[src/rtl/uart_rx_fifo.sv]
// 8N1 UART receiver feeding a first-word-fall-through FIFO, with sticky
// overrun and framing-error flags.
module uart_rx_fifo #(
  parameter int CLKS_PER_BIT = 868,
  parameter int DEPTH        = 8
) (
  input  logic                     clk,
  input  logic                     reset,
  input  logic                     rxd,
  input  logic                     rd,
  input  logic                     clr_err,
  output logic [7:0]               rdata,
  output logic                     valid,
  output logic [$clog2(DEPTH):0]   count,
  output logic                     overrun,
  output logic                     frame_err
);

  localparam int          AW        = $clog2(DEPTH);
  localparam logic [15:0] BIT_LAST  = 16'(CLKS_PER_BIT - 1);
  localparam logic [15:0] HALF_LAST = 16'(CLKS_PER_BIT / 2 - 1);

  typedef enum logic [1:0] {IDLE, START, DATA, STOP} state_t;

  state_t        state, state_nxt;
  logic          rxd_meta, rxd_sync, rxd_prev;
  logic [2:0]    primed;
  logic          fall;
  logic [15:0]   timer;
  logic          tick;
  logic [2:0]    bit_idx;
  logic [7:0]    shift;
  logic          push, frame_set;

  // primed holds off edge detection until rxd_prev carries a real line
  // sample, so a line already low at reset release is not taken as a start.
  always_ff @(posedge clk or negedge reset) begin
    if (!reset) begin
      rxd_meta <= 1'b1;
      rxd_sync <= 1'b1;
      rxd_prev <= 1'b1;
      primed   <= '0;
    end else begin
      rxd_meta <= rxd;
      rxd_sync <= rxd_meta;
      rxd_prev <= rxd_sync;
      primed   <= {primed[1:0], 1'b1};
    end
  end

  assign fall = primed[2] & rxd_prev & ~rxd_sync;
  assign tick = (timer == '0);

  always_ff @(posedge clk or negedge reset) begin
    if (!reset) state <= IDLE;
    else        state <= state_nxt;
  end

  // NOTE: every combinational output gets a default first, so no path leaves it unassigned and no latch is inferred.
  always_comb begin
    state_nxt = state;
    case (state)
      IDLE:  if (fall) state_nxt = START;
      START: if (tick) state_nxt = rxd_sync ? IDLE : DATA;
      DATA:  if (tick && bit_idx == 3'd7) state_nxt = STOP;
      STOP:  if (tick) state_nxt = IDLE;
      default: state_nxt = IDLE;
    endcase
  end

  always_comb begin
    push      = 1'b0;
    frame_set = 1'b0;
    if (state == STOP && tick) begin
      push      = rxd_sync;
      frame_set = ~rxd_sync;
    end
  end

  // NOTE: sequential state uses non-blocking assignments so every flop sees pre-edge values.
  always_ff @(posedge clk or negedge reset) begin
    if (!reset) begin
      timer   <= '0;
      bit_idx <= '0;
      shift   <= '0;
    end else begin
      case (state)
        IDLE:  timer <= HALF_LAST;
        START: begin
          timer   <= tick ? BIT_LAST : timer - 16'd1;
          bit_idx <= '0;
        end
        DATA: begin
          timer <= tick ? BIT_LAST : timer - 16'd1;
          if (tick) begin
            bit_idx <= bit_idx + 3'd1;
            shift   <= {rxd_sync, shift[7:1]};
          end
        end
        default: timer <= timer - 16'd1;
      endcase
    end
  end

  logic [7:0]    mem [DEPTH];
  logic [AW-1:0] wptr, rptr;
  logic          full, do_pop, do_push, drop;

  assign valid   = (count != '0);
  assign full    = (count == (AW + 1)'(DEPTH));
  assign do_pop  = rd & valid;
  assign do_push = push & (~full | do_pop);
  assign drop    = push & full & ~do_pop;
  assign rdata   = valid ? mem[rptr] : 8'h00;

  // NOTE: storage is not reset; rdata is masked by valid, so stale entries are never visible.
  always_ff @(posedge clk) begin
    if (do_push) mem[wptr] <= shift;
  end

  always_ff @(posedge clk or negedge reset) begin
    if (!reset) begin
      wptr      <= '0;
      rptr      <= '0;
      count     <= '0;
      overrun   <= 1'b0;
      frame_err <= 1'b0;
    end else begin
      if (do_push) wptr <= wptr + AW'(1);
      if (do_pop)  rptr <= rptr + AW'(1);
      case ({do_push, do_pop})
        2'b10:   count <= count + (AW + 1)'(1);
        2'b01:   count <= count - (AW + 1)'(1);
        default: count <= count;
      endcase
      // A set event in the same cycle as clr_err wins.
      if (drop)         overrun <= 1'b1;
      else if (clr_err) overrun <= 1'b0;
      if (frame_set)    frame_err <= 1'b1;
      else if (clr_err) frame_err <= 1'b0;
    end
  end

endmodule

[config.mk]
export PLATFORM = sky130hd
export DESIGN_NAME = uart_rx_fifo
export DESIGN_NICKNAME = d
export VERILOG_FILES = /design/src/rtl/uart_rx_fifo.sv
export SDC_FILE = /design/constraint.sdc
export NUM_CORES = 1
export LEC_CHECK = 0
export ABC_AREA = 1
export BUFFER_PORTS_ARGS = -buffer_cell sky130_fd_sc_hd__buf_2
export CAP_MARGIN = 15
export CORE_AREA = 2 2 129 131
export CTS_CLUSTER_DIAMETER = 30
export CTS_CLUSTER_SIZE = 12
export DETAILED_ROUTE_END_ITERATION = 8
export DIE_AREA = 0 0 131 133
export GPL_ROUTABILITY_DRIVEN = 0
export SLEW_MARGIN = 20
export SYNTH_ARGS = -nofsm -noshare
export SYNTH_HDL_FRONTEND = slang
export SYNTH_SLANG_ARGS = --single-unit
[constraint.sdc]
create_clock -name clk -period 6.8 [get_ports clk]
set_clock_uncertainty 0.05 [all_clocks]
set_input_delay 0.68 -clock clk [delete_from_list [all_inputs] [get_ports clk]]
set_output_delay 0.68 -clock clk [all_outputs]
set_load 0.01 [all_outputs]
==> results of run 1 <==
[power groups by stage]
stage / Combinational [mW] / Clock, mW / Sequential [mW]
2_1_floorplan: 0.498 / 0 / 0.871
3_3_place_gp: 0.635 / 0 / 0.910
3_5_place_dp: 0.651 / 0 / 0.916
4_1_cts: 0.654 / 0.514 / 0.902
5_1_grt: 0.751 / 0.540 / 0.919
6_report: 0.652 / 0.499 / 0.903
[kinds of logic after synthesis]
logic type / count (synthesis)
and+or+nand+nor: 158
DFF: 111
AOI/OAI and AO/OA: 89
buffers and inverters: 45
xor gates and xnor gates: 16
adders and majority gates: 12
other: 1
muxes: 1
[cell type report]
cell class                 instances  share of cell area, %
timing repair buffer              21                   2.09
clock buffer                      10                   4.25
tap                              220                   5.10
clock inverter                     6                  0.951
multi-input combinational        277                   27.7
inverter                          35                   2.44
sequential                       111                   57.5
[per-layer routing]
metal  part of all wire [%]  wire, µm  global-route usage (%)  up-vias
li1                       -         -                       -     1519
met1                     49      4590                    16.1     1465
met2                     46      4340                    17.5       59
met3                    4.6       433                    3.56        6
met4                   0.78        74                    2.66        0
met5                      0         0                       0        -
[worst max-delay path, stage by stage, from the launching register on]
cell     delay, ps
dfrtp_1        980
inv_1          680
o21ai_0        350
o22ai_1         90
o21ai_0        190
a31oi_1         80
buf_2          180
[worst max-delay path by stage]
stage          slack, ps                 from                  end
2_1_floorplan       4450   timer[0]$_DFF_PN0_  mem[0][0]$_DFFE_PP_
3_3_place_gp        3710  rptr[0]$_DFFE_PN0P_             rdata[7]
3_5_place_dp        3590  rptr[0]$_DFFE_PN0P_             rdata[2]
4_1_cts             3210  rptr[0]$_DFFE_PN0P_             rdata[2]
5_1_grt             2800  rptr[0]$_DFFE_PN0P_             rdata[4]
6_report            3170  rptr[0]$_DFFE_PN0P_             rdata[2]
[metrics by stage]
step | power, mW | setup WS (ps) | instances
global route | 2.21 | 2800 | 680
floorplan | 1.37 | 4450 | 433
CTS | 2.07 | 3210 | 680
global placement | 1.54 | 3710 | 664
finish | 2.05 | 3170 | 680
detailed placement | 1.57 | 3590 | 664
[layout by cell type (no fill, tap or decap), drive strengths merged]
| cell | instances |
|---|---|
| xor2 | 13 |
| nor3 | 10 |
| o21ai | 57 |
| o31ai | 1 |
| and3 | 1 |
| dfrtp | 44 |
| nand2 | 51 |
| o22ai | 9 |
| edfxtp | 64 |
| clkbuf | 10 |
| conb | 1 |
| nand3 | 13 |
| buf | 21 |
| clkinv | 2 |
| ha | 12 |
| nor2 | 79 |
| or2 | 1 |
| xnor2 | 3 |
| nand4 | 3 |
| a31oi | 9 |
| a21oi | 13 |
| mux2 | 1 |
| dfstp | 3 |
| inv | 39 |
[sequential cells by signal, summed over array words and instances, names as in the netlist, named ones only]
name       count
bit_idx        3
count          4
frame_err      1
mem           64
overrun        1
primed         3
rptr           3
rxd_meta       1
rxd_prev       1
rxd_sync       1
shift          8
state          1
timer         16
wptr           3
==> reports/results.tsv, run 1 <==
stage	metric	value	unit
job	cap_violations	0	
synth	synth_area_leaders	edfxtp_1 (41%), dfrtp_1 (23%), o21ai_0 (6.0%)	
final_layout	layout-drive-gt1-share	13.7	%
place	io_buffer_count	19	
timing	rsz0062_at_grt	no	
cts	cts_made_buffers	9	
timing	slew_headroom	35.0	%
route	vias	3049	
synth	synth-xor-area-share	2.96	%
floorplanning	dieArea	17400	µm²
cts	clkSinkCount	111	
setup_path	worstSetupStartpointType	flop	
synth	yosysSeqAreaShare	65.5	%
synth	yosys.area_share.simple	14.4	%
cts	postCtsHoldBufs	0	
synth	synth_top_area_share	40.6	%
synth	synth.distinct_cells	30	
setup_path	cp.arrival	2900	ps
setup_path	timing.rr.start	timer[0]$_DFF_PN0_	
setup_path	ff2ff_setup_slack	4070	ps
cts	cts_resized	0	
timing	fmax	276	MHz
synth	post-synth-top-count-cell	nor2_1	
global_route	grt_overflow	0	
timing	period_minus_slack	3630	ps
final_layout	multiInputGateArea	1490	µm²
power	power_frac_seq	44.0	%
cts	cts_max_level	3	
power	power_frac_comb	31.7	%
timing	worstMarginPinSlew	969	ps
synth	yosysWarningCount	0	
cts	cts_buffer_depth	2	
setup_path	critPathKind	flop to primary output	
timing	post-route-period-util	53.4	%
route	wl	9440	µm
global_route	grt_pass1_vias	2948	
cts	postCtsSetupBuffers	0	
outcome	status	completed	
power	switching_power	766	µW
synth	synth_flop_cell	edfxtp_1	
setup_path	crit_fanout	34	
power	clockPowerShare	24.3	%
floorplanning	start_util	29.3	%
route	ant_nets	0	
synth	syn-cell-area	4730	µm²
timing	setup_tns	0	ps
final_layout	stdcell_area	5390	µm²
synth	avgSynthCellArea	10.9	µm²
route	firstDrtPassIters	4	
timing	hold_ws	291	ps
place	place_hpwl	6430	µm
floorplanning	dieWidth	131	µm
global_route	grtUsageTotal	11.5	%
global_route	grt_antenna_before_repair	0	
power	ir_worst_vdd	0.000177	V
final_layout	areaGrowthSynthToFinish	13.9	%
cts	cts_root_buf	clkbuf_16	
synth	syn_inst	433	
final_layout	final-seq-area	3100	µm²
route	drtIter0Drc	242	
global_route	grt_pass1_wl	15400	µm
final_layout	finalCoreUtilization	33.3	%
timing	finalHoldViolations	0	
final_layout	antenna_cells	0	
synth	synth_top_family_by_area	simple AND/OR/NAND/NOR gates	
power	power_density	381	nW/µm²
power	leakagePower	2.17	nW
floorplanning	num_io_pins	20	
synth	synth_edf_count	64	
place	placed_area	5100	µm²
route	via_per_inst	4.48	
timing	drv_slew	0	
synth	ys_ff_latch	111	
final_layout	final_nets	472	
power	p_int	1.29	mW
timing	setup_viol	0	
floorplanning	rows	47	
synth	async_reset_ff_share	42.3	%
synth	synthTopCellsByCount	nor2_1 (73), edfxtp_1 (64), o21ai_0 (57)	
worst_hold_path	holdCritPathClass	input port to async pin	
cts	clock_latency	340	ps
synth	synthAdderAreaFrac	3.17	%
cts	cts_tree	yes	
cts	cts.clk_slew.worst_paths	70	ps
floorplanning	fp.dieH	133	µm
setup_path	end_kind	primary output	
final_layout	n_fill_cell	1615	
synth	synth_top_area_cell	edfxtp_1	
global_route	grt_max_degree	48	
synth	synthesis.nets	450	
synth	synth_mux_area_share	0.238	%
synth	synth_compound_gate_area_share	10.0	%
setup_path	r2r_cells	10	
floorplanning	core	16200	µm²
power	switching_share	37.3	%
setup_path	cp.required	6070	ps
route	wire_per_inst	13.9	µm
route	drcViolationCount	0	
setup_path	reg2reg_to	mem[1][3]$_DFFE_PP_	
Note: power is estimated with default switching activity, not from simulation.
==> inputs of run 2 (changes only) <==
==> constraint.sdc (replaced) <==
create_clock -name clk -period 3.63 [get_ports clk]
set_clock_uncertainty 0.05 [all_clocks]
set_input_delay 0.363 -clock clk [delete_from_list [all_inputs] [get_ports clk]]
set_output_delay 0.363 -clock clk [all_outputs]
set_load 0.01 [all_outputs]
==> reports/results.tsv, run 2 (same netlist as run 1, synthesis figures left out) <==
stage	metric	value	unit	change
outcome	status	complete, but fails checks		
outcome	violations	negative hold slack		
global_route	grt_pass1_wl	15600	µm	+1.3%
global_route	grt_antenna_before_repair	0		unchanged
job	cap_violations	0		unchanged
final_layout	final_nets	479		+1.5%
cts	cts_root_buf	clkbuf_16		
timing	drv_slew	0		unchanged
route	wl	9450	µm	about the same
final_layout	mostFrequentLayoutCells	nor2_1 (73), edfxtp_1 (64), o21ai_0 (57)		
cts	cts_tree	yes		
setup_path	cp.buffers_inverters	3		+1
final_layout	final_cells	686		+0.88%
place	dp_worst_setup_slack	1190	ps	-2400 ps
power	power_density	717	nW/µm²	+88%
setup_path	cp.arrival	2430	ps	-470 ps
final_layout	finalCoreUtilization	33.6	%	+0.22 points
timing	period_minus_slack	2840	ps	
timing	hold_ws	-32.5	ps	-324 ps
cts	postCtsSetupBuffers	0		unchanged
route	drcViolationCount	0		unchanged
worst_hold_path	holdCritPathClass	input port to async pin		
setup_path	max_stage_delay	690	ps	-290 ps
final_layout	stdcell_area	5430	µm²	+0.65%
cts	cts_max_level	3		unchanged
place	placed_area	5130	µm²	+0.54%
setup_path	cp_slowest_cell	inv_1		
place	place_hpwl	6290	µm	-2.2%
route	via_per_inst	4.55		+1.4%
global_route	grtUsageTotal	11.6	%	+0.11 points
cts	cts_buffer_depth	2		unchanged
route	vias	3118		+2.3%
global_route	grt_overflow	0		unchanged
final_layout	mostFrequentLayoutCell	nor2_1		
timing	worstMarginPinSlew	893	ps	-76.2 ps
setup_path	crit_fanout	34		unchanged
power	leakagePower	2.20	nW	+1.5%
timing	post-route-period-util	78.4	%	
final_layout	areaGrowthSynthToFinish	14.7	%	
final_layout	max_flop_register	mem		
global_route	grt_pass1_vias	3083		+4.6%
floorplanning	num_io_pins	20		unchanged
cts	clkSinkCount	111		unchanged
setup_path	worstSetupStartpointType	flop		
cts	clock_latency	350	ps	about the same
route	wire_per_inst	13.8	µm	-0.79%
route	firstDrtPassIters	4		unchanged
timing	slew_headroom	40.4	%	+5.4 points
cts	cts.clk_slew.worst_paths	70	ps	about the same
cts	postCtsHoldBufs	0		unchanged
place	dp_cells	671		+1.1%
final_layout	n_fill_cell	1598		-1.1%
place	io_buffer_count	19		unchanged
final_layout	layout-drive-gt1-share	13.5	%	-0.18 points
timing	setup_tns	0	ps	unchanged
route	ant_nets	0		unchanged
timing	setup_viol	0		unchanged
setup_path	critPathTopFamily	buffers and inverters		
setup_path	worstPathCellList	buf_4 > inv_1 > o21ai_0 > o22ai_1 > o21ai_0 > a31oi_1 > buf_2		
floorplanning	dieWidth	131	µm	unchanged
power	ir_worst_vdd	0.000346	V	+96%
final_layout	largest_registers	mem (64), timer (16), shift (8)		
setup_path	critPathKind	flop to primary output		
setup_path	cp.required	3220	ps	-2850 ps
floorplanning	rows	47		unchanged
setup_path	end_kind	primary output		
cts	cts_resized	0		unchanged
floorplanning	start_util	29.3	%	unchanged
global_route	grt_max_degree	48		unchanged
floorplanning	fp.dieH	133	µm	unchanged
floorplanning	dieArea	17400	µm²	unchanged
final_layout	antenna_cells	0		unchanged
timing	rsz0062_at_grt	no		
power	total_power	3.89	mW	+90%
timing	finalHoldViolations	44		+44
floorplanning	core	16200	µm²	unchanged
cts	cts_made_buffers	9		unchanged
setup_path	cpMostUsedCell	o21ai_0		
final_layout	largest_register_ffs	64		unchanged
timing	worst_slack	785	ps	-2390 ps
timing	fmax	352	MHz	
route	drtIter0Drc	257		+6.2%
## run 2: cell count changes in the layout (fill, tap and decap cells not counted), sizes merged
cell      before  now
clkinvlp       0    1
buf           21   28
bufinv         0    1
clkinv         2    0
inv           39   38
## run 2: routing by layer
metal  share of wire [%]  wire, µm  global-route usage [%]  up-vias
li1                    -         -                       -     1534
met1                  46      4310                    15.7     1499
met2                  48      4530                    18.3       81
met3                 5.9       554                    3.72        4
met4                0.54        51                    2.60        0
met5                   0         0                       0        -
## run 2: worst paths after layout
check | start | to | slack, ps | cells after the start
min in group clk | rxd | rxd_meta$_DFF_PN1_ | 60 | 1
max in group asynchronous | reset | bit_idx[2]$_DFFE_PN0P_ | 3140 | 1
worst min-delay path | reset | primed[1]$_DFF_PN0_ | -30 | 1
worst max-delay path | rptr[0]$_DFFE_PN0P_ | rdata[4] | 790 | 7
worst max register to register | count[0]$_DFFE_PN0P_ | count[2]$_DFFE_PN0P_ | 1370 | 14
worst min register to register | primed[1]$_DFF_PN0_ | primed[2]$_DFF_PN0_ | 300 | 0
## run 2: power by group
group / internal, mW / switching (mW) / total [mW]
registers: 1.48 / 0.161 / 1.64
logic: 0.458 / 0.811 / 1.27
clock network: 0.539 / 0.439 / 0.978
total: 2.48 / 1.41 / 3.89
## run 2: layout make-up
type,instances,area [µm²],share of cell area (%)
Tap cell,220,275,5.07
Timing Repair Buffer,28,165,3.04
Multi-Input combinational cell,277,1460,26.9
Clock inverter,5,63.8,1.18
Clock buffer,10,229,4.22
Inverter,35,131,2.42
Sequential cell,111,3100,57.1
## run 2: worst register-to-register path: stages (launching register included)
cell and delay [ps]:
dfrtp_1 440, nor3_2 300, nand2_2 240, nand2_2 180, inv_2 90, nand2_1 160, xor2_1 170, ha_1 160
inv_1 50, nand2_1 60, nand2_1 60, nand2_1 60, nand2_1 50, nand2_1 50, inv_1 40
